===== src/rtl/seq_shifter.sv =====
// Multi-cycle shifter: shifts a WIDTH-bit operand by a run-time amount, one bit per clock,
// in LSL/LSR/ASR/ROL modes behind a start/busy/done handshake.
module seq_shifter #(
    parameter int WIDTH   = 32,
    parameter int SHAMT_W = 5
) (
    input  logic               clock,
    input  logic               reset,
    input  logic               start,
    input  logic [WIDTH-1:0]   data_in,
    input  logic [SHAMT_W-1:0] shamt,
    input  logic [1:0]         mode,
    output logic               busy,
    output logic               done,
    output logic [WIDTH-1:0]   data_out
);

    typedef enum logic [1:0] {
        IDLE  = 2'b00,
        SHIFT = 2'b01,
        DONE  = 2'b10
    } state_t;

    typedef enum logic [1:0] {
        LSL = 2'b00,
        LSR = 2'b01,
        ASR = 2'b10,
        ROL = 2'b11
    } mode_t;

    localparam logic [SHAMT_W-1:0] ONE = SHAMT_W'(1);

    state_t             state;
    state_t             state_next;
    mode_t              mode_q;
    logic [SHAMT_W-1:0] count;
    logic [WIDTH-1:0]   work;
    logic [WIDTH-1:0]   step;
    logic               accept;

    always_ff @(posedge clock) begin
        if (reset) begin
            state <= IDLE;
        end else begin
            state <= state_next;
        end
    end

    // A zero shift amount skips SHIFT entirely so the result appears one cycle after start.
    always_comb begin
        state_next = state;
        busy       = 1'b0;
        done       = 1'b0;
        accept     = 1'b0;
        case (state)
            IDLE: begin
                if (start) begin
                    accept     = 1'b1;
                    state_next = (shamt != '0) ? SHIFT : DONE;
                end
            end
            SHIFT: begin
                busy = 1'b1;
                if (count == ONE) begin
                    state_next = DONE;
                end
            end
            DONE: begin
                busy       = 1'b1;
                done       = 1'b1;
                state_next = IDLE;
            end
            default: begin
                state_next = IDLE;
            end
        endcase
    end

    always_comb begin
        step = work;
        case (mode_q)
            LSL:     step = {work[WIDTH-2:0], 1'b0};
            LSR:     step = {1'b0, work[WIDTH-1:1]};
            ASR:     step = {work[WIDTH-1], work[WIDTH-1:1]};
            ROL:     step = {work[WIDTH-2:0], work[WIDTH-1]};
            default: step = work;
        endcase
    end

    // The working register doubles as the result, so it holds its value after DONE.
    always_ff @(posedge clock) begin
        if (reset) begin
            work   <= '0;
            count  <= '0;
            mode_q <= LSL;
        end else if (accept) begin
            work   <= data_in;
            count  <= shamt;
            mode_q <= mode_t'(mode);
        end else if (state == SHIFT) begin
            work  <= step;
            count <= count - ONE;
        end
    end

    assign data_out = work;

endmodule


===== config.mk =====
export PLATFORM = sky130hd
export DESIGN_NAME = seq_shifter
export DESIGN_NICKNAME = d
export VERILOG_FILES = /design/src/rtl/seq_shifter.sv
export SDC_FILE = /design/constraint.sdc
export NUM_CORES = 1
export LEC_CHECK = 0
export ABC_AREA = 1
export CORE_UTILIZATION = 48
export CTS_CLUSTER_SIZE = 20
export DETAILED_ROUTE_END_ITERATION = 7
export PLACE_DENSITY = 0.82
export SETUP_SLACK_MARGIN = 0.2
export SKIP_CTS_REPAIR_TIMING = 1
export SYNTH_ARGS = -nofsm -noshare
export SYNTH_HDL_FRONTEND = slang
export SYNTH_SLANG_ARGS = --single-unit

===== constraint.sdc =====
create_clock -name clock -period 2.1 [get_ports clock]
set_clock_uncertainty 0.1 [all_clocks]
set_input_delay 0.42 -clock clock [delete_from_list [all_inputs] [get_ports clock]]
set_output_delay 0.42 -clock clock [all_outputs]
set_load 0.005 [all_outputs]

=== Word-level counts from Yosys, hierarchy flattened ===
Cells that the tools add are included.

* Register bits: 41
* Input bits: 42
* Output and inout bits: 34
* Logic and storage cells: 35

* Add/subtract/negate cells: 1
* Equality and inequality tests: 9
* Multiplexer cells: 13
* Reductions and logical operators: 7

{| class="wikitable"
|+ Operator list
! operator !! number
|-
| 32-bit case mux with 4 select lines || 1
|-
| 32-bit 2-to-1 mux || 2
|-
| 5-bit 2-to-1 mux || 2
|-
| 2-bit == test (second input constant) || 3
|-
| 2-bit 2-to-1 mux || 3
|-
| 2-bit != test (second input constant) || 3
|-
| 5-bit by 1-bit == test with 1-bit output (second input constant) || 1
|-
| 5-bit nonzero test || 1
|-
| 5-bit by 1-bit subtractor with 5-bit output (second input constant) || 1
|-
| 2-bit by 1-bit == test with 1-bit output (second input constant) || 2
|-
| 2-bit zero test || 2
|-
| 1-bit 2-to-1 mux || 4
|-
| 2-bit case mux with 2 select lines || 1
|-
| 2-bit AND reduction || 2
|-
| 2-bit nonzero test || 1
|-
| 2-bit OR reduction || 1
|}

=== Logic depth before layout (Yosys ltp) ===
* Word-level depth: 4
* Depth in mapped cells: 10

=== Worst setup path after synthesis ===
OpenSTA, ideal clock, no wires.

* Path kind: reg-to-reg
* Start point: reg state[0]
* End point: reg count[1]
* Setup time: 115 ps
* Data arrival time: 1,254 ps
* Path slack: 631 ps
* Cell stages (with the launch flop): 11
* Clock period less this slack: 1,469 ps
* Path through: dfxtp_1 > inv_1 > ha_1 > nand2_2 > buf_6 > inv_8 > buf_6 > nand2_1 > o21ai_0 > o21ai_0 > inv_1

* Longest elaborated chain between the ends: 3
* Elaborated cells between the ends (all ways): 5
* Those cells by class: eq/ne: 1; mux: 2; reduce/logical: 2

{| class="wikitable"
|+ RTL lines
! item !! line !! source
|-
| from (decl) || 33 || <nowiki>state_t state;</nowiki>
|-
| from (signal assigned) || 45 || <nowiki>state <= state_next;</nowiki>
|-
| 2-bit zero test || 55 || <nowiki>case (state)</nowiki>
|-
| 1-bit 2-to-1 mux || 55 ||
|-
| 5-bit 2-to-1 mux / 2-bit nonzero test (equally long branches) || - ||
|-
| to (signal assigned) || 98 || <nowiki>count <= shamt;</nowiki>
|-
| to (signal assigned) || 102 || <nowiki>count <= count - ONE;</nowiki>
|-
| to (decl) || 36 || <nowiki>logic [SHAMT_W-1:0] count;</nowiki>
|}

Parallel ways exist; a longest one is shown, timed or not.
A chain may end at the register's enable or synchronous reset.

=== Worst setup path after layout ===
* Start point: reg work[1], in the netlist data_out[1]
* End point: out data_out[1]

{| class="wikitable"
|+ RTL lines
! item !! line !! source
|-
| from (decl) || 37 || <nowiki>logic [WIDTH-1:0] work;</nowiki>
|-
| from (signal assigned) || 97 || <nowiki>work <= data_in;</nowiki>
|-
| from (signal assigned) || 101 || <nowiki>work <= step;</nowiki>
|-
| to (decl) || 15 || <nowiki>output logic [WIDTH-1:0] data_out</nowiki>
|}

No word-level cell between the ends.

==> results.cfg <==
[run_status]
outcome = finished, final reports clean

[route]
vias_per_cell = 5.19
vias = 2895
antenna_left = 0
route.final.wire_length_um = 6970
drt_pass1_iterations = 4
wl_per_cell_um = 12.5
remaining_drc_errors = 0
drt_iter0_drc = 214

[timing]
min_period_ns = 1.73
rsz0062_at_grt = no
max_clock_freq_mhz = 580
hold_violations = 0
slew_violations = 0
tns_ns = 0
worst_slew_pin_slew_ns = 0.594
whs_ns = 0.381
slew_headroom = 0.603
fin_crit_sh = 0.822
setup_violations = 0

[die]
io_pins = 76
die_area_um2 = 5650
coreArea_um2 = 5140
initial_core_util = 0.500
die_w_um = 75.2
rows = 26
dieHeight_um = 75.2

[layout]
areaGrowthSynthToFinish_pct = 35.0
n_antenna_cell = 0
fin_cells = 558
drive_gt1_frac = 0.0635
nets = 535

[clock_network]
cts_buffers = 5
clkTransAtPathRegs_ns = 0.08
cts-root-buf = clkbuf_8
clock_path_buffers = 2
cts_sinks = 41
worstSkewPairLatency_ns = 0.29
htreeDepth = 2
cts_tree = yes

[synth]
synthArstFlopShare = 0
ys_ff_latch = 41
synth.largest_area_cell = dfxtp_1
synth_common_cells = nand2_1 (102), inv_1 (77), nand3_1 (68)
ys_types = 25
syn_nets = 464
syn_inst = 417
netlist_area_um2 = 2570
synth_edf_count = 0
syn_avg_cell_area_um2 = 6.17
synth_top_area_frac = 0.319
synth_most_common_cell = nand2_1
synth.yosys.seq_area_share = 0.319
synth_area_leaders = dfxtp_1 (32%), nand2_1 (15%), nand3_1 (13%)
ys_warn_count = 0
synthFlopType = dfxtp_1

[placed_design]
io_buffer_count = 75
post-place-cells = 551
gp_congestion = 0.803
post-dp-hpwl_um = 4900

[power_and_ir_drop]
ir_drop_mv = 0.387
powerDensity_nw_per_um2 = 780
p_total_mw = 2.71
p_leak_nw = 1.61

[critical_path]
crit_path_end = data_out[1]
crit_type = reg -> out
r2r_slack_ns = 0.42
cp_num_cells = 1
crit_path_end_kind = output port
crit_path_top_delay_cell = clkdlybuf4s50_1
crit_path_max_incr_delay_ns = 0.52
worstReg2RegStart = state[0]$_SDFFE_PP0P_
crit_required_ns = 1.58
worstRegToRegCells = 8
startpoint_type = flop
critPathBufInv = 1
cp_max_fo = 4
startpoint = data_out[1]$_SDFFE_PP0P_
r2r_end = data_out[7]$_SDFFE_PP0P_
crit_arrival_ns = 1.21
cpLargestDelayFamily = buffers and inverters
critical_path.cell_chain = clkdlybuf4s50_1

[grt]
grt_pass1_vias = 2576
grt_max_degree = 26
track_usage = 0.250
gr-total-overflow = 0
antenna_found_initial = 0
grt_pass1_wl_um = 10900

[run]
max-cap-violations = 0

[min_path]
hold_path_class = reg -> reg
[where the power goes]
group          leakage [nW]  internal [mW]  total, mW  switching, mW
Clock                0.0443          0.261      0.541          0.280
Sequential            0.339          0.900      0.983         0.0837
Combinational          1.23          0.548       1.18          0.636
Total                  1.61           1.71       2.71           1.00
[cell usage in the layout, fill, tap and decap left out, types with 4 or more instances in the layout]
cell and instances:
nand2_1 102, inv_1 77, clkdlybuf4s50_1 73, nand3_1 68, dfxtp_1 39, o21ai_0 35, a21oi_1 34, nor2_1 12
buf_4 12, clkbuf_8 6, ha_1 5, o21ai_1 4
[stage by stage]
| step | area [um2] | worst slack, ns | utilization |
|---|---|---|---|
| 2_1_floorplan | 2570 | 0.631 | - |
| 3_3_place_gp | 3370 | 0.172 | 0.656 |
| 3_5_place_dp | 3370 | 0.121 | 0.656 |
| 4_1_cts | 3460 | 0.0728 | 0.673 |
| 5_1_grt | 3470 | 0.257 | 0.676 |
| 6_report | 3470 | 0.375 | 0.676 |
[final cells by class]
cell class / instances / area (um2)
clock buffers: 7 / 86.3
fillers: 476 / 1670
inverters: 79 / 304
multi-input cells: 272 / 1280
flip-flops and latches: 41 / 823
well taps: 70 / 87.6
repair buffers: 89 / 886
[layer usage]
layer | track usage | vias up | wire (um) | part of all wire
met1 | 0.300 | 1335 | 2940 | 0.42
met5 | 0 | - | 0 | 0
met2 | 0.459 | 113 | 3470 | 0.50
li1 | - | 1445 | - | -
met4 | 0.0700 | 0 | 35 | 0.0050
met3 | 0.0402 | 2 | 527 | 0.076
[cell families (layout without fill, tap and decap cells)]
logic type / Yosys count / count (layout) / synth area share
AOI/OAI and AO/OA: 76 / 76 / 0.151
adders and majority gates: 5 / 5 / 0.0243
buffers and inverters: 104 / 175 / 0.183
DFF: 41 / 41 / 0.319
and+or+nand+nor: 191 / 191 / 0.322
[sequential cells by signal, summed over array words and instances (netlist names)]
name / count
count: 5
data_out: 32
mode_q: 2
state: 2
[how the worst min path moves through the flow]
stage / startpoint / to / cells after the start
global route: state[0]$_SDFFE_PP0P_ / state[0]$_SDFFE_PP0P_ / 2
finish: state[0]$_SDFFE_PP0P_ / state[0]$_SDFFE_PP0P_ / 2
floorplan: state[0]$_SDFFE_PP0P_ / state[0]$_SDFFE_PP0P_ / 2
CTS: state[0]$_SDFFE_PP0P_ / state[0]$_SDFFE_PP0P_ / 2
detailed placement: state[0]$_SDFFE_PP0P_ / state[0]$_SDFFE_PP0P_ / 2
global placement: state[0]$_SDFFE_PP0P_ / state[0]$_SDFFE_PP0P_ / 2
Note: power is estimated with default switching activity, not from simulation.
